`src/rtl/fetch_stage.sv`:
```
`default_nettype none
// ============================================================================
// Module      : fetch_stage
// Description : RV32I fetch stage with the IF/ID pipeline register. Keeps
//               one instruction-memory request outstanding at a time, parks
//               a response that lands during an IF/ID stall in a one-entry
//               skid buffer, and applies redirects resolved in ID.
// Revision    : 1.0 - initial release
// ============================================================================
module fetch_stage #(
    parameter logic [31:0] RESET_PC = 32'h0000_0000,
    parameter logic [31:0] NOP_INST = 32'h0000_0013
) (
    input  logic        i_clk,
    input  logic        i_rst_n,
    input  logic        i_stall_pc,
    input  logic        i_stall_if_id,
    input  logic        i_redirect,
    input  logic [31:0] i_redirect_pc,
    output logic        o_imem_req,
    output logic [31:0] o_imem_addr,
    input  logic        i_icache_busy,
    input  logic        i_imem_valid,
    input  logic [31:0] i_imem_rdata,
    output logic        o_if_id_valid,
    output logic [31:0] o_if_id_inst,
    output logic [31:0] o_if_id_pc,
    output logic [31:0] o_if_id_pc_plus4,
    output logic        o_fetch_busy
);

    // FETCH: a request is pending, nothing outstanding.
    // WAIT : one request outstanding, its address is in r_req_pc.
    // HOLD : a response is parked in the skid buffer (skid is full exactly
    //        while in this state).
    localparam logic [1:0] c_FETCH = 2'd0;
    localparam logic [1:0] c_WAIT  = 2'd1;
    localparam logic [1:0] c_HOLD  = 2'd2;

    logic [1:0]  r_state;
    logic [31:0] r_pc;
    logic [31:0] r_req_pc;
    logic        r_kill;
    logic [31:0] r_skid_inst;
    logic [31:0] r_skid_pc;
    logic        r_if_id_valid;
    logic [31:0] r_if_id_inst;
    logic [31:0] r_if_id_pc;

    logic        w_deliver_ok;
    logic        w_issue;
    logic        w_accept;
    logic        w_deliver_resp;
    logic        w_deliver_skid;
    logic [31:0] w_redirect_pc;
    logic        w_unused_redirect_lsbs;

    assign w_deliver_ok   = !i_stall_if_id && !i_redirect;
    assign w_deliver_resp = (r_state == c_WAIT) && i_imem_valid && !r_kill && w_deliver_ok;
    assign w_deliver_skid = (r_state == c_HOLD) && w_deliver_ok;

    // A follow-on request may only go out in WAIT when the current response
    // is being consumed straight into IF/ID, keeping one request in flight.
    assign w_issue  = !i_stall_pc && !i_redirect &&
                      ((r_state == c_FETCH) || w_deliver_resp);
    assign w_accept = w_issue && !i_icache_busy && i_rst_n;

    assign w_redirect_pc          = {i_redirect_pc[31:2], 2'b00};
    assign w_unused_redirect_lsbs = &{1'b0, i_redirect_pc[1:0]};

    assign o_imem_req       = w_issue && i_rst_n;
    assign o_imem_addr      = r_pc;
    assign o_fetch_busy     = (r_state == c_WAIT) && !i_imem_valid;
    assign o_if_id_valid    = r_if_id_valid;
    assign o_if_id_inst     = r_if_id_inst;
    assign o_if_id_pc       = r_if_id_pc;
    assign o_if_id_pc_plus4 = r_if_id_pc + 32'd4;

    // Request sequencing: PC, outstanding-request tracking, kill and skid.
    always_ff @(posedge i_clk or negedge i_rst_n) begin
        if (!i_rst_n) begin
            r_state     <= c_FETCH;
            r_pc        <= RESET_PC;
            r_req_pc    <= RESET_PC;
            r_kill      <= 1'b0;
            r_skid_inst <= NOP_INST;
            r_skid_pc   <= 32'd0;
        end else if (i_redirect) begin
            r_pc <= w_redirect_pc;
            // An in-flight request whose response has not yet arrived must be
            // drained and dropped before the target can be fetched.
            if ((r_state == c_WAIT) && !i_imem_valid) begin
                r_kill  <= 1'b1;
                r_state <= c_WAIT;
            end else begin
                r_kill  <= 1'b0;
                r_state <= c_FETCH;
            end
        end else begin
            if (w_accept) begin
                r_req_pc <= r_pc;
                r_pc     <= r_pc + 32'd4;
            end
            case (r_state)
                c_FETCH: begin
                    if (w_accept) begin
                        r_state <= c_WAIT;
                    end
                end
                c_WAIT: begin
                    if (i_imem_valid) begin
                        if (r_kill) begin
                            r_kill  <= 1'b0;
                            r_state <= c_FETCH;
                        end else if (!i_stall_if_id) begin
                            r_state <= w_accept ? c_WAIT : c_FETCH;
                        end else begin
                            r_skid_inst <= i_imem_rdata;
                            r_skid_pc   <= r_req_pc;
                            r_state     <= c_HOLD;
                        end
                    end
                end
                c_HOLD: begin
                    if (w_deliver_ok) begin
                        r_state <= c_FETCH;
                    end
                end
                default: begin
                    r_state <= c_FETCH;
                end
            endcase
        end
    end

    // IF/ID register: hold on stall, load a response or the skid, else bubble.
    always_ff @(posedge i_clk or negedge i_rst_n) begin
        if (!i_rst_n) begin
            r_if_id_valid <= 1'b0;
            r_if_id_inst  <= NOP_INST;
            r_if_id_pc    <= 32'd0;
        end else if (i_stall_if_id && !i_redirect) begin
            r_if_id_valid <= r_if_id_valid;
        end else if (w_deliver_resp) begin
            r_if_id_valid <= 1'b1;
            r_if_id_inst  <= i_imem_rdata;
            r_if_id_pc    <= r_req_pc;
        end else if (w_deliver_skid) begin
            r_if_id_valid <= 1'b1;
            r_if_id_inst  <= r_skid_inst;
            r_if_id_pc    <= r_skid_pc;
        end else begin
            r_if_id_valid <= 1'b0;
            r_if_id_inst  <= NOP_INST;
        end
    end

endmodule
`default_nettype wire

```
`config.mk`:
```
export PLATFORM = sky130hd
export DESIGN_NAME = fetch_stage
export DESIGN_NICKNAME = d
export VERILOG_FILES = /design/src/rtl/fetch_stage.sv
export SDC_FILE = /design/constraint.sdc
export NUM_CORES = 1
export LEC_CHECK = 0
export ABC_AREA = 0
export CAP_MARGIN = 20
export CORE_ASPECT_RATIO = 1.2
export CORE_MARGIN = 4
export CORE_UTILIZATION = 35
export DETAILED_ROUTE_END_ITERATION = 10
export DONT_BUFFER_PORTS = 1
export PLACE_DENSITY = 0.61
export SYNTH_ARGS = -nofsm -noshare
export SYNTH_HDL_FRONTEND = slang
export SYNTH_SLANG_ARGS = --single-unit
```
`constraint.sdc`:
```
create_clock -name i_clk -period 3.1 [get_ports i_clk]
set_clock_uncertainty 0.15 [all_clocks]
set_input_delay 0.62 -clock i_clk [delete_from_list [all_inputs] [get_ports i_clk]]
set_output_delay 0.62 -clock i_clk [all_outputs]
set_load 0.01 [all_outputs]
```
==> impl_metrics.ini, run 1 <==
[clock_tree]
cts_root_buf = clkbuf_16
postCtsSetupBuffers = 0
cts_buffers = 17
htreeDepth = 4
clk_latency_ps = 430
clk_pin_slew_ps = 70
clkSinkCount = 188
cts_tree = done
clk_path_buf_depth = 2

[yosys]
async_flop_share = 1.00
syn_area_sq_um = 8550
synth.area.mux_share = 0.122
synth_ff_type = dfrtp_1
synth_edf_count = 0
synth_cells = 749
yosys.area_share.simple = 0.133
synth-seq-area-share = 0.551
synthDominantCellAreaShare = 0.533
synth_cell_types = 48
avgSynthCellArea_sq_um = 11.4
synth_compound_area_frac = 0.0916
yosysWarningCount = 0
synthAdderAreaFrac = 0.00293
ys_seq_elements = 188
yosys.area.top_type = dfrtp_1
synthTopCellsByArea = dfrtp_1 53%, mux2_2 12%, nand2_1 5.1%
synth_top_family_by_area = simple AND/OR/NAND/NOR gates
synth_xor_area_frac = 0.0574

[global_routing]
overflow = 0
grt_pass1_wl_um = 34100
antenna_found_initial = 2
grt_max_degree = 192
first_global_vias = 5803
track_usage = 0.166

[sta]
setup_viol = 0
final-hold-violation-count = 182
fin_hold_ws_ps = -275
fin_crit_ps = 3020
rsz0062_at_grt = yes
finalMaxSlewViolations = 0
fin_ws_ps = 80.1
clock.fmax_ghz = 0.331
tightest_slew_ps = 583
relSlewSlack = 0.610
fin_crit_sh = 0.974

[power]
p_per_area_nw_per_um2 = 611
sequentialPowerShare = 0.553
p_int_mw = 4.17
p_clk_frac = 0.355
power_frac_comb = 0.092
irDropWorstVdd_mv = 0.381
leakage_nw = 4.43
swShare = 0.284
p_sw_mw = 1.66

[detailed_routing]
drt-initial-drc-count = 386
wl_per_cell_um = 20.5
drcViolationCount = 0
firstDrtPassIters = 7
postRouteWirelength_um = 22200
final_antenna_net_count = 0
vias = 5799
via_per_inst = 5.35

[cells_and_area]
layout_common_cells = 175 x dfrtp_1, 116 x nand2_1, 90 x mux2_2
fillers = 2294
syn_to_final_growth_pct = 11.6
final_common_cell = dfrtp_1
nNetsFinal = 822
drive_gt1_frac = 0.239
post-route-util = 0.398

[outcome]
failed_checks = hold timing
outcome = finished, violations left

[place]
pre_cts_ws_ps = 327
io_buffers = 0
place.gp.congestion = 0.806
place_hpwl_um = 15200

[hold_path]
hp-class = in -> async

[die]
fp.dieArea_sq_um = 27000
ios = 202
initial_utilization = 0.357
fp.coreArea_sq_um = 24000
row_count = 62
die_h_um = 179
die_w_um = 151

[setup_path]
setup.worst_path.start = o_if_id_pc[4]
arrival_ps = 2250
critPathMaxStageDelay_ps = 520
ff2ff_setup_slack_ps = 610
critPathLaunchType = flop
cpMaxStageDelayCell = dfrtp_1
critPathMostFrequentCell = nand4_1
path_cells = nand4_1 -> nor2_2 -> and2_1 -> nand4_1 -> xnor2_2
regToRegStartpoint = r_state[1]
r2r-end = r_skid_pc[12]
cp_data_required_time_ps = 2330
cp-endpoint = o_if_id_pc_plus4[29]
crit_type = reg -> out
crit_path_end_kind = primary output
reg2regPathDepth = 4
cp_max_fo = 6

[flow_run]
maxCapViolCount = 0
## Yosys cell counts (all sizes together) (2+ instances only)
cell type / n
nor4b: 2
nor4: 12
a21oi: 5
clkbuf: 29
dfstp: 6
and3: 5
buf: 16
dfrtp: 182
and4: 4
nor3: 11
o22ai: 3
nor2: 17
nand4: 16
ha: 2
inv: 37
or4b: 2
mux2: 90
a222oi: 29
nand3b: 2
nand2b: 2
nor2b: 2
a22oi: 30
o21ai: 32
xnor2: 39
xor2: 17
nand2: 116
mux2i: 3
nand3: 27
## worst max-delay path, delay by kind of cell (launching register included)
family | cells | cell delay [ps]
xor gates and xnor gates | 1 | 220
DFF | 1 | 520
and+or+nand+nor | 4 | 1070
## repair_timing
item                                   in CTS  in global routing
endpoints found under the hold margin     188                188
pin swaps                                   0                  0
setup endpoints to repair                  15                 11
gates resized for setup                     4                 10
cloned                                      0                  0
## logic make-up (layout without fill, tap and decap cells)
| kind of cell | Yosys count | count (layout) |
|---|---|---|
| compound gates | 103 | 103 |
| xor+xnor | 56 | 56 |
| fa+ha+maj | 2 | 2 |
| buf+inv | 82 | 90 |
| flops | 188 | 188 |
| mux | 93 | 93 |
| other cells | 1 | 7 |
| simple gates | 224 | 224 |
## per-layer routing
metal / vias to the layer above / wire [um] / GRT usage
met3: 22 / 1500 / 0.0503
met2: 160 / 11100 / 0.269
met1: 2961 / 9150 / 0.211
li1: 2654 / - / -
met5: - / 13 / 0
met4: 2 / 405 / 0.0578
## power by group through the flow
stage          logic (mW)  registers, mW  clock network, mW
4_1_cts             0.545           3.22               2.14
5_1_grt             0.606           3.28               2.24
6_report            0.538           3.22               2.07
2_1_floorplan       0.487           3.14                  0
3_3_place_gp        0.527           3.25                  0
3_5_place_dp        0.543           3.27                  0
## worst min-delay path by stage
stage / endpoint / slack [ps] / cells after the start
CTS: o_imem_addr[7] / -300 / 0
floorplan: o_if_id_inst[10] / 170 / 0
global route: o_imem_addr[7] / -300 / 0
global placement: o_imem_addr[7] / 180 / 0
detailed placement: o_imem_addr[7] / 180 / 0
finish: o_imem_addr[7] / -270 / 0
## registers in the layout, indices dropped and copies added (netlist names)
name	count
r_kill	1
o_if_id_inst	32
r_state	2
o_if_id_valid	1
o_imem_addr	30
o_if_id_pc	30
r_skid_pc	30
r_skid_inst	32
r_req_pc	30
## metrics by stage
step	instance area, sq um	instances	power, mW	hold slack [ps]	setup TNS (ps)
after floorplan	8570	754	3.63	174	0
after global placement	8940	1050	3.78	180	0
after detailed placement	8940	1050	3.81	179	0
after CTS	9510	1082	5.91	-297	0
after global routing	9540	1083	6.13	-299	-14.2
final	9540	1083	5.83	-275	0
## layout make-up
class                      instances  area [sq um]  area share
timing repair buffer              21           158      0.0165
clock inverter                    15           134      0.0140
sequential                       188          4720       0.495
multi-input combinational        484          3560       0.373
antenna                            1          2.50    0.000262
inverter                          37           139      0.0146
tap                              320           400      0.0420
clock buffer                      17           425      0.0446
No activity file was read; power rests on OpenSTA's default activity.
==> run 2, diff against run 1 <==
==> constraint.sdc (replaced) <==
create_clock -name i_clk -period 3.1 [get_ports i_clk]
set_clock_uncertainty 0.15 [all_clocks]
set_input_delay 0 -clock i_clk [delete_from_list [all_inputs] [get_ports i_clk]]
set_output_delay 0 -clock i_clk [all_outputs]
set_load 0.01 [all_outputs]
==> run 2 against run 1 <==
The flow still finishes with violations (hold timing); utilization up 5.2 points; highest routed layer unchanged; worst hold slack worse by 610 ps; first-iteration DRC count up 23%; die area unchanged; clock power up 12%; flip-flop and latch count unchanged; sequential power about the same; register-to-register slack worse by 410 ps.
==> impl_metrics.ini, run 2 (synthesized netlist as in run 1, its figures left out) <==
[outcome]
outcome = finished, violations left
failed_checks = hold timing

[flow_run]
maxCapViolCount = 0

[sta]
setup_viol = 0
finalMaxSlewViolations = 0
tightest_slew_ps = 673
rsz0062_at_grt = no
finalSetupTns_ps = 0
fin_ws_ps = 196
fin_crit_sh = 0.937
relSlewSlack = 0.548
fin_hold_ws_ps = -889
clock.fmax_ghz = 0.344
fin_crit_ps = 2900
final-hold-violation-count = 188

[power]
p_clk_frac = 0.370
p_sw_mw = 1.77
sequentialPowerShare = 0.517
power_frac_comb = 0.114
p_per_area_nw_per_um2 = 579
p_int_mw = 4.47
leakage_nw = 4.94
swShare = 0.283
irDropWorstVdd_mv = 0.392

[clock_tree]
cts_tree = done
cts_hold_buf = 123
clk_latency_ps = 440
htreeDepth = 4
cts_root_buf = clkbuf_16
clk_pin_slew_ps = 80
clk_path_buf_depth = 2
clkSinkCount = 188
postCtsSetupBuffers = 0
cts_buffers = 17

[detailed_routing]
via_per_inst = 5.31
drcViolationCount = 0
postRouteWirelength_um = 23800
firstDrtPassIters = 8
drt-initial-drc-count = 476
wl_per_cell_um = 19.9
final_antenna_net_count = 0
vias = 6356

[place]
io_buffers = 0
place_hpwl_um = 15100
place.gp.congestion = 0.805
placed_cell_area_sq_um = 8900
pre_cts_ws_ps = 613

[cells_and_area]
stdcell_area_sq_um = 10800
post-route-util = 0.450
n_antenna_cell = 0
final_common_cell = dfrtp_1
layout_common_cells = 182 x dfrtp_1, 122 x dlygate4sd3_1, 116 x nand2_1
drive_gt1_frac = 0.186
nNetsFinal = 937
syn_to_final_growth_pct = 26.1

[die]
die_h_um = 179
fp.coreArea_sq_um = 24000
die_w_um = 151
initial_utilization = 0.357
ios = 202
row_count = 62
fp.dieArea_sq_um = 27000

[setup_path]
path_delay_family = simple AND/OR/NAND/NOR gates
cp_max_fo = 9
reg2regPathDepth = 6
arrival_ps = 3080
cp_data_required_time_ps = 3280
cpMaxStageDelayCell = or4_4
critPathMaxStageDelay_ps = 690
crit_path_end_kind = flop
path_cells = nand3_4 -> or4_4 -> nor4_1 -> xnor2_1 -> o21ai_1 -> dlygate4sd3_1
critPathLaunchType = flop
crit_type = reg -> reg
path_depth = 6
setup.worst_path.start = o_imem_addr[9]
regToRegStartpoint = o_imem_addr[9]
crit_buf_inv = 1

[global_routing]
grt_pass1_wl_um = 36500
track_usage = 0.176
antenna_found_initial = 2
overflow = 0
grt_max_degree = 192
first_global_vias = 6414

[hold_path]
hp-class = in -> async
==> run 2: cell types whose count changed in the layout (fill, tap and decap cells not counted), moves of 3 or more <==
cell           before  now
buf_4              21   11
clkinvlp_4          5    2
dfrtp_1           175  182
dfrtp_2             7    0
dlygate4sd3_1       0  122
inv_8               2    5
==> run 2: final timing paths <==
path	endpoint	slack, ps
max in group asynchronous	r_skid_inst[0]	3410
worst max register to register	o_imem_addr[24]	200
worst min-delay path	o_if_id_pc[4]	-890
min in group i_clk	o_imem_addr[20]	40
worst max-delay path	o_imem_addr[24]	200
worst min register to register	o_if_id_pc[27]	330
==> run 2: power by group through the flow <==
stage	Clock, mW	Sequential (mW)	Combinational (mW)
2_1_floorplan	0	3.14	0.487
3_3_place_gp	0	3.25	0.522
3_5_place_dp	0	3.27	0.539
4_1_cts	2.36	3.22	0.708
5_1_grt	2.45	3.28	0.792
6_report	2.31	3.22	0.709
==> run 2: stage by stage <==
stage	std cells	power [mW]
6_report	1197	6.24
3_5_place_dp	1042	3.81
4_1_cts	1197	6.29
3_3_place_gp	1042	3.78
5_1_grt	1197	6.52
2_1_floorplan	754	3.63
==> run 2: repair_timing <==
item                                    CTS  global route
endpoints found under the setup margin    0             1
gates resized for setup                   0             1
hold endpoints to repair                338           188
==> run 2: layout make-up <==
| cell class | count | area [sq um] |
|---|---|---|
| timing repair buffer | 136 | 1370 |
| multi-input combinational | 484 | 3530 |
| sequential | 188 | 4710 |
| fill | 2174 | 13200 |
| clock inverter | 15 | 199 |
| clock buffer | 17 | 425 |
| inverter | 37 | 139 |
| tap | 320 | 400 |
==> run 2: per-layer routing <==
layer  share of wire  vias up  global-route usage
met5         0.00088        -                   0
met4           0.026        4              0.0650
met3           0.070       46              0.0483
met2            0.50      220               0.291
met1            0.40     3193               0.221
li1                -     2893                   -
